## config.mk

```make
export PLATFORM = sky130hd
export DESIGN_NAME = mc_option_scheduler
export DESIGN_NICKNAME = d
export VERILOG_FILES = /design/src/rtl/mc_option_scheduler_pkg.sv /design/src/rtl/mc_option_fifo.sv /design/src/rtl/mc_option_scheduler.sv
export SDC_FILE = /design/constraint.sdc
export NUM_CORES = 1
export LEC_CHECK = 0
export CAP_MARGIN = 20
export CORE_MARGIN = 10
export CORE_UTILIZATION = 45
export CTS_CLUSTER_DIAMETER = 100
export DETAILED_ROUTE_END_ITERATION = 10
export MAX_ROUTING_LAYER = met4
export PLACE_DENSITY_LB_ADDON = 0.3
export SETUP_SLACK_MARGIN = 0.3
export SLEW_MARGIN = 20
export SYNTH_ARGS = -nofsm -noshare
export SYNTH_HDL_FRONTEND = slang
export SYNTH_HIERARCHICAL = 1
export SYNTH_SLANG_ARGS = --single-unit
export TNS_END_PERCENT = 30
```

## constraint.sdc

```tcl
create_clock -name clk -period 4.06 [get_ports clk]
set_clock_uncertainty 0.1 [all_clocks]
set_input_delay 1.218 -clock clk [delete_from_list [all_inputs] [get_ports clk]]
set_output_delay 1.218 -clock clk [all_outputs]
set_load 0.05 [all_outputs]
```

## src/rtl/mc_option_scheduler_pkg.sv

```systemverilog
// rtl/mc_option_scheduler_pkg.sv - shared types and widths for the MC option scheduler
package mc_option_scheduler_pkg;

  // Operand width for mu (0.18), s (4.14) and sigma (0.18)
  localparam int OPER_W   = 18;
  localparam int ID_W_DEF = 4;

  typedef enum logic [1:0] {
    PRE_IDLE = 2'd0,
    PRE_RUN  = 2'd1,
    PRE_HOLD = 2'd2
  } preState_t;

  typedef enum logic {
    CORE_IDLE = 1'b0,
    CORE_RUN  = 1'b1
  } coreState_t;

endpackage

```

## src/rtl/mc_option_fifo.sv

```systemverilog
// rtl/mc_option_fifo.sv - synchronous option queue with registered full/empty flags
module mc_option_fifo #(
  parameter int WIDTH     = 58,
  parameter int DEPTH     = 4,
  parameter int LOG_DEPTH = 2
) (
  input  logic             clk,
  input  logic             rst,
  input  logic             push,
  input  logic [WIDTH-1:0] pushData,
  input  logic             pop,
  output logic [WIDTH-1:0] popData,
  output logic             full,
  output logic             empty
);

  logic [WIDTH-1:0]     mem [DEPTH];
  logic [LOG_DEPTH-1:0] wrPtr;
  logic [LOG_DEPTH-1:0] rdPtr;
  logic [LOG_DEPTH:0]   count;
  logic [LOG_DEPTH:0]   countNext;
  logic                 doPush;
  logic                 doPop;

  assign doPush  = push & ~full;
  assign doPop   = pop & ~empty;
  assign popData = mem[rdPtr];

  // Occupancy after this cycle's push/pop, used to register the flags
  always_comb begin
    countNext = count;
    if (doPush && !doPop) begin
      countNext = count + (LOG_DEPTH+1)'(1);
    end else if (!doPush && doPop) begin
      countNext = count - (LOG_DEPTH+1)'(1);
    end
  end

  // Pointers, occupancy and flags
  always_ff @(posedge clk) begin
    if (rst) begin
      wrPtr <= '0;
      rdPtr <= '0;
      count <= '0;
      full  <= 1'b0;
      empty <= 1'b1;
    end else begin
      if (doPush) wrPtr <= wrPtr + LOG_DEPTH'(1);
      if (doPop)  rdPtr <= rdPtr + LOG_DEPTH'(1);
      count <= countNext;
      full  <= (countNext == (LOG_DEPTH+1)'(DEPTH));
      empty <= (countNext == '0);
    end
  end

  // Storage needs no reset; validity is tracked by the pointers
  always_ff @(posedge clk) begin
    if (doPush) mem[wrPtr] <= pushData;
  end

endmodule

```

## src/rtl/mc_option_scheduler.sv

```systemverilog
// rtl/mc_option_scheduler.sv - queues options, sequences precompute and MC cores, tags results
module mc_option_scheduler
  import mc_option_scheduler_pkg::*;
#(
  parameter int CORE_N     = 2,
  parameter int QDEPTH     = 4,
  parameter int LOG_QDEPTH = 2,
  parameter int ID_W       = ID_W_DEF
) (
  input  logic              clk,
  input  logic              rst,
  input  logic              i_opt_valid,
  output logic              o_opt_ready,
  input  logic [OPER_W-1:0] i_mu,
  input  logic [OPER_W-1:0] i_s,
  input  logic [OPER_W-1:0] i_sigma,
  output logic              o_pre_start,
  output logic [OPER_W-1:0] o_pre_mu,
  output logic [OPER_W-1:0] o_pre_s,
  output logic [OPER_W-1:0] o_pre_sigma,
  input  logic              i_mu_done,
  input  logic              i_sigma_done,
  output logic              o_core_start,
  output logic              o_switch,
  input  logic [CORE_N-1:0] i_core_done,
  output logic              o_res_valid,
  output logic [ID_W-1:0]   o_res_id,
  output logic              o_err
);

  localparam int ENTRY_W = ID_W + 3*OPER_W;

  preState_t          preState, preNext;
  coreState_t         coreState, coreNext;
  logic [ID_W-1:0]    nextId, preId, coreId;
  logic [ENTRY_W-1:0] qHead;
  logic               qFull, qEmpty, push, pop;
  logic               muSeen, sigmaSeen;
  logic [CORE_N-1:0]  doneMask, maskNext;
  logic               launch, finish;

  assign o_opt_ready = ~qFull;
  assign push        = i_opt_valid & ~qFull;
  assign maskNext    = doneMask | i_core_done;

  mc_option_fifo #(.WIDTH(ENTRY_W), .DEPTH(QDEPTH), .LOG_DEPTH(LOG_QDEPTH)) optQueue (
    .clk      (clk),
    .rst      (rst),
    .push     (push),
    .pushData ({nextId, i_mu, i_s, i_sigma}),
    .pop      (pop),
    .popData  (qHead),
    .full     (qFull),
    .empty    (qEmpty)
  );

  // Option IDs are assigned at accept time and wrap naturally
  always_ff @(posedge clk) begin
    if (rst) nextId <= '0;
    else if (push) nextId <= nextId + ID_W'(1);
  end

  // Pre FSM next state: pop when idle, wait for both precompute dones, hold until cores take the bank
  always_comb begin
    preNext = preState;
    pop     = 1'b0;
    case (preState)
      PRE_IDLE: if (!qEmpty) begin
        pop     = 1'b1;
        preNext = PRE_RUN;
      end
      PRE_RUN:  if ((muSeen | i_mu_done) && (sigmaSeen | i_sigma_done)) preNext = PRE_HOLD;
      PRE_HOLD: if (launch) preNext = PRE_IDLE;
      default:  preNext = PRE_IDLE;
    endcase
  end

  // Pre FSM state, start pulse, operand registers and done latches
  always_ff @(posedge clk) begin
    if (rst) begin
      preState    <= PRE_IDLE;
      o_pre_start <= 1'b0;
      o_pre_mu    <= '0;
      o_pre_s     <= '0;
      o_pre_sigma <= '0;
      preId       <= '0;
      muSeen      <= 1'b0;
      sigmaSeen   <= 1'b0;
    end else begin
      preState    <= preNext;
      o_pre_start <= pop;
      if (pop) begin
        {preId, o_pre_mu, o_pre_s, o_pre_sigma} <= qHead;
        muSeen    <= 1'b0;
        sigmaSeen <= 1'b0;
      end else if (preState == PRE_RUN) begin
        muSeen    <= muSeen | i_mu_done;
        sigmaSeen <= sigmaSeen | i_sigma_done;
      end
    end
  end

  assign launch = (coreState == CORE_IDLE) && (preState == PRE_HOLD);
  assign finish = (coreState == CORE_RUN) && (&maskNext);

  // Core FSM next state: launch on a ready bank, finish when every core has reported
  always_comb begin
    coreNext = coreState;
    case (coreState)
      CORE_IDLE: if (preState == PRE_HOLD) coreNext = CORE_RUN;
      CORE_RUN:  if (&maskNext) coreNext = CORE_IDLE;
      default:   coreNext = CORE_IDLE;
    endcase
  end

  // Core FSM state, bank select, done mask and result reporting
  always_ff @(posedge clk) begin
    if (rst) begin
      coreState    <= CORE_IDLE;
      o_core_start <= 1'b0;
      o_switch     <= 1'b0;
      coreId       <= '0;
      doneMask     <= '0;
      o_res_valid  <= 1'b0;
      o_res_id     <= '0;
    end else begin
      coreState    <= coreNext;
      o_core_start <= launch;
      // Cores sample o_switch during the start cycle, so flip only after it
      if (o_core_start) o_switch <= ~o_switch;
      if (launch) begin
        coreId   <= preId;
        doneMask <= '0;
      end else if (coreState == CORE_RUN) begin
        doneMask <= maskNext;
      end
      o_res_valid <= finish;
      if (finish) o_res_id <= coreId;
    end
  end

  // Sticky error on any done pulse arriving while its owning FSM is not running
  always_ff @(posedge clk) begin
    if (rst) begin
      o_err <= 1'b0;
    end else if (((i_mu_done | i_sigma_done) && (preState != PRE_RUN)) ||
                 ((|i_core_done) && (coreState != CORE_RUN))) begin
      o_err <= 1'b1;
    end
  end

endmodule

```

==> flow_summary.json, run 1 <==
{
  "post_drt_via_cell_ratio": 5.16,
  "synth-simple-area-share": 0.0657,
  "sequential_cell_area_sq_um": 8830,
  "synth_edf_count": 232,
  "core_area_sq_um": 26300,
  "dpl.cell_count": 1160,
  "synth_top_family_by_area": "multiplexers",
  "synthCells": 725,
  "cts_tree": "built",
  "finalMaxSlewViolations": 0,
  "grt.total_usage": 0.144,
  "synth.largest_area_cell": "edfxtp_1",
  "synthAdderAreaFrac": 0.00725,
  "synth-seq-area-share": 0.730,
  "first_global_vias": 6683,
  "holdPathEnd": "o_pre_sigma[1]",
  "num-fill-cells": 2034,
  "holdBufCountCts": 0,
  "crit_fanout": 5,
  "worstPathArrival_ns": 1.71,
  "fin_crit_sh": 0.746,
  "synth-xor-area-share": 0.00642,
  "rr_worst_depth": 6,
  "port-buffer-count": 124,
  "cts_buffer_depth": 3,
  "cp.required_ns": 2.74,
  "ctsResizeCount": 0,
  "drc": 0,
  "clkTransAtPathRegs_ns": 0.06,
  "gr-total-overflow": 0,
  "die_w_microns": 184,
  "gp_congestion": 0.749,
  "cts-buffers-inserted": 34,
  "antennaDiodeCount": 0,
  "nNetsFinal": 929,
  "setup_viol": 0,
  "synth_area_leaders": "edfxtp_1 58%, dfxtp_1 15%, mux4_2 11%, nand2_1 4.0%, a21oi_2 2.4%",
  "r2r_start": "preState[1]",
  "r2r_slack_ns": 1.42,
  "finalHoldViolations": 0,
  "ir_drop_v": 0.000408,
  "min-delay-start": "o_pre_sigma[1]",
  "p_leak_nw": 4.82,
  "start_kind": "register",
  "initial_core_util": 0.460,
  "die_height_microns": 184,
  "layout.cells.non_filler": 1222,
  "grt_pass1_wl_microns": 37200,
  "cts.htree.levels": 2,
  "clkLatencyLatePin_ns": 0.51,
  "syn_area_sq_um": 12100,
  "fmax_mhz": 330,
  "setup_tns_ns": 0,
  "async_reset_ff_frac": 0,
  "die_area_sq_um": 33800,
  "syn-num-nets": 793,
  "pwr_density_cell_nw_per_um2": 682,
  "syn2layout_area_growth_pct": 22.2,
  "grt_max_degree": 62,
  "num_rows": 59,
  "yosysWarnings": 6,
  "muxShareOfSynthArea": 0.113,
  "maxCapViolCount": 0,
  "holdPathStages": 2,
  "dp_hpwl_microns": 14400,
  "critPathKind": "register to output pin",
  "syn_area_per_cell_sq_um": 16.7,
  "postRouteAntennaNets": 0,
  "dr.pass1.iters": 5,
  "drive_above_1_share": 0.201,
  "wl_microns": 23600,
  "relSlewSlack": 0.541,
  "synthDistinctLibCells": 46,
  "via_count": 6301,
  "hp-class": "register to register",
  "antenna_found_initial": 0,
  "max_slew.worst_pin.slew_ns": 0.688,
  "r2r-end": "optQueue/empty",
  "synth-compound-area-share": 0.0491,
  "multi_input_area_sq_um": 2930,
  "cts-root-buf": "clkbuf_16",
  "synth.top_cell.area_share": 0.576,
  "final.min_clock_period_ns": 3.03,
  "cts_sinks": 325,
  "rsz0062_at_grt": "false",
  "synth_ff_type": "edfxtp_1",
  "yosys_register_bits": 325,
  "drtIter0Drc": 311,
  "io_pins": 125,
  "status": "completed",
  "wire_per_inst_microns": 19.3,
  "postCtsSetupBuffers": 0,
  "cp-end-kind": "output pin"
}
[area by class of cell]
type	count	area share
Clock buffer	48	0.0646
Clock inverter	14	0.0118
Inverter	9	0.00263
Multi-Input combinational cell	351	0.198
Sequential cell	325	0.598
Tap cell	335	0.0284
Timing Repair Buffer	140	0.0963
[routing by layer]
metal / part of all wire / global-route usage / vias up
met3: 0.056 / 0.0273 / 44
met2: 0.50 / 0.237 / 164
li1: - / - / 2981
met5: 0 / - / -
met1: 0.42 / 0.176 / 3112
met4: 0.022 / 0.0459 / 0
[synth_stat cells, types with 3 or more instances]
library cell  number
edfxtp_1         232
nand2_1          130
dfxtp_1           93
mux4_2            58
a21oi_1           38
a21oi_2           33
nor2_1            23
buf_6             10
buf_2              9
clkbuf_1           8
inv_1              8
ha_1               7
buf_1              6
nor2b_1            6
o21ai_0            6
mux2i_1            5
xnor2_1            5
and2_1             4
buf_4              4
nor3_1             4
buf_12             3
nand2b_1           3
nand3_1            3
[placed cells by master, fill, tap and decap left out, types with 5 or more instances in the layout]
cell	n
mux4_2	58
nor2_1	23
a21oi_1	38
buf_12	5
o21ai_0	6
clkbuf_8	5
clkdlybuf4s50_1	123
dfxtp_1	91
edfxtp_1	232
mux2i_1	5
buf_4	12
nand2_1	130
inv_1	8
xnor2_1	5
ha_1	7
nor2b_1	6
clkbuf_16	34
clkbuf_1	9
a21oi_2	33
[critical path: stages (launching register included)]
cell and delay [ns]:
dfxtp_1 0.34, inv_1 0.07, clkdlybuf4s50_1 0.80
[state kept, by name, indices dropped and copies added (netlist names), 2 cells and up, named ones only]
name,cells
coreId,4
doneMask,2
nextId,4
o_pre_mu,18
o_pre_s,18
o_pre_sigma,18
o_res_id,4
optQueue/count,3
optQueue/mem,232
optQueue/rdPtr,2
optQueue/wrPtr,2
preId,4
preState,2
[worst max-delay path by stage]
stage                     cells after the start  slack (ns)                  end          start
after floorplan                               4        0.19   optQueue/mem[2][0]    i_opt_valid
after global placement                        6        0.70  optQueue/mem[3][33]    i_opt_valid
after detailed placement                      6        0.71  optQueue/mem[3][33]    i_opt_valid
after CTS                                     1        0.98         o_pre_mu[17]   o_pre_mu[17]
after global routing                          2        0.97          o_opt_ready  optQueue/full
final                                         2        1.03          o_opt_ready  optQueue/full
[per-stage QoR]
step,util,total power [mW],instance area [sq um],hold WS (ns),worst slack [ns]
global route,0.562,10.5,14800,0.369,0.966
floorplan,-,6.37,12100,0.332,0.193
detailed placement,0.519,7.11,13600,0.348,0.707
finish,0.562,10.1,14800,0.353,1.03
global placement,0.519,7.07,13600,0.342,0.703
CTS,0.562,10.2,14800,0.356,0.979
[power by group]
part	internal [mW]	switching (mW)
logic	0.997	1.60
registers	4.14	0.261
clock network	1.85	1.22
total	6.99	3.08
[cells by family (layout without fill, tap and decap cells)]
kind of cell               Yosys count  in the layout
DFF                                325            325
and+or+nand+nor                    186            186
AOI/OAI and AO/OA                   86             86
muxes                               64             64
buffers and inverters               49            211
xor gates and xnor gates             8              8
adders and majority gates            7              7
Power figures use the tool's default switching activity.
==> run 2: changes to the inputs <==
clock period = 3.2 ns   (was 4.06 ns; I/O delays follow)
==> run 2 against run 1 <==
Setup slack got worse by 0.60 ns. Sequential power up 27%. Sequential share of layout area about the same. Global-route usage rose by 0.36 points. Via count up 1.3%. Design area hardly changed. Wire length is 1.6% higher. Die area unchanged. Critical path depth down 1. Clock power up 19%. Cell count up 0.16%. Largest power group unchanged.
==> flow_summary.json, run 2 (synthesis results as in run 1) <==
{
  "status": "completed",
  "finalHoldViolations": 0,
  "critPathKind": "register to output pin",
  "r2r_start": "preState[1]",
  "cp.required_ns": 2.14,
  "num-fill-cells": 2067,
  "pwr_density_cell_nw_per_um2": 852,
  "initial_core_util": 0.460,
  "grt.total_usage": 0.148,
  "crit_fanout": 2,
  "cp-end-kind": "output pin",
  "die_height_microns": 184,
  "maxCapViolCount": 0,
  "antenna_found_initial": 0,
  "num_rows": 59,
  "port-buffer-count": 124,
  "path_cells": "clkdlybuf4s50_1",
  "first_global_vias": 6756,
  "min-delay-start": "o_pre_mu[11]",
  "largest_reg_flops": 232,
  "gr-total-overflow": 0,
  "holdPathEnd": "o_pre_mu[11]",
  "postRouteAntennaNets": 0,
  "largest-register": "optQueue/mem",
  "holdPathStages": 2,
  "cpPeakStageDelay_ns": 0.83,
  "core_area_sq_um": 26300,
  "grt_max_degree": 60,
  "final.min_clock_period_ns": 2.78,
  "cts-root-buf": "clkbuf_16",
  "clkLatencyLatePin_ns": 0.50,
  "drtIter0Drc": 490,
  "post_drt_via_cell_ratio": 5.22,
  "setup_tns_ns": 0,
  "holdBufCountCts": 0,
  "setup_viol": 0,
  "cts_sinks": 325,
  "cts_buffer_depth": 3,
  "cts-buffers-inserted": 34,
  "io_pins": 125,
  "cp_top_family": "buffers and inverters",
  "wl_microns": 24000,
  "r2r-end": "optQueue/empty",
  "rsz0062_at_grt": "false",
  "p_leak_nw": 4.82,
  "cts.htree.levels": 2,
  "final_cell_mix": "232 x edfxtp_1, 130 x nand2_1, 123 x clkdlybuf4s50_1",
  "start_kind": "register",
  "gp_congestion": 0.767,
  "critPathSlowestCell": "clkdlybuf4s50_1",
  "drive_above_1_share": 0.199,
  "r2r_slack_ns": 0.78,
  "wire_per_inst_microns": 19.6,
  "rr_worst_depth": 6,
  "worstPathArrival_ns": 1.72,
  "clkTransAtPathRegs_ns": 0.06,
  "syn2layout_area_growth_pct": 22.3,
  "finalMaxSlewViolations": 0,
  "total_power_mw": 12.6,
  "dr.pass1.iters": 4,
  "via_count": 6385,
  "postCtsSetupBuffers": 0,
  "die_area_sq_um": 33800,
  "ctsResizeCount": 0,
  "path_buf_inv": 1,
  "drc": 0,
  "fmax_mhz": 360,
  "ir_drop_v": 0.000403,
  "max_slew.worst_pin.slew_ns": 0.702,
  "grt_pass1_wl_microns": 38200,
  "nNetsFinal": 932,
  "antennaDiodeCount": 0,
  "relSlewSlack": 0.532,
  "hp-class": "register to register",
  "die_w_microns": 184,
  "dp_hpwl_microns": 15000,
  "mostFrequentLayoutCell": "edfxtp_1",
  "fin_crit_sh": 0.867,
  "cts_tree": "built"
}
run 2: cell types whose count changed in the layout (fill, tap and decap cells not counted), moves of 2 or more:
cell       before  now
bufinv_16       3    1
buf_4          12    9
clkbuf_1        9   11
buf_12          5   11
clkinv_2        4    7
clkbuf_8        5    2
run 2: power by group:
part	switching [mW]	internal (mW)	leakage, nW
Clock	1.50	2.15	0.508
Combinational	2.06	1.31	1.42
Sequential	0.323	5.26	2.89
run 2: area by class of cell:
type	count	area [sq um]	share of cell area
inverter	9	38.8	0.00262
timing repair buffer	143	1520	0.103
multi-input combinational	351	2930	0.198
clock buffer	48	945	0.0639
sequential	325	8830	0.598
clock inverter	13	96.3	0.00652
tap	335	419	0.0284
run 2: through the flow:
step                      setup WS (ns)  instances   util  hold WS (ns)  cell area (sq um)
final                             0.425       1224  0.562         0.353              14800
after global placement            0.313       1163  0.523         0.340              13700
after CTS                         0.373       1224  0.562         0.355              14800
after detailed placement          0.333       1163  0.523         0.346              13700
after global routing              0.378       1224  0.562         0.364              14800
after floorplan                   0.222        725      -         0.332              12100
run 2: worst max path at each step:
stage / startpoint / end / slack, ns / depth (start not counted)
finish: o_pre_mu[17] / o_pre_mu[17] / 0.42 / 1
global route: optQueue/full / o_opt_ready / 0.38 / 2
detailed placement: i_opt_valid / optQueue/mem[0][25] / 0.33 / 5
floorplan: i_opt_valid / optQueue/mem[0][0] / 0.22 / 4
global placement: i_opt_valid / optQueue/mem[0][11] / 0.31 / 5
CTS: o_pre_mu[17] / o_pre_mu[17] / 0.37 / 1
run 2: worst min-delay path, delay by kind of cell, from the launching register on:
family | cells | cell delay, ns
flip-flops | 1 | 0.30
AND/OR/NAND/NOR | 1 | 0.05
AO/OA/AOI/OAI | 1 | 0.05
run 2: metal layers:
layer / global-route usage / part of all wire / vias to the layer above
met1: 0.190 / 0.44 / 3211
met5: - / 0 / -
met2: 0.236 / 0.49 / 151
met4: 0.0462 / 0.021 / 0
met3: 0.0225 / 0.044 / 40
li1: - / - / 2983
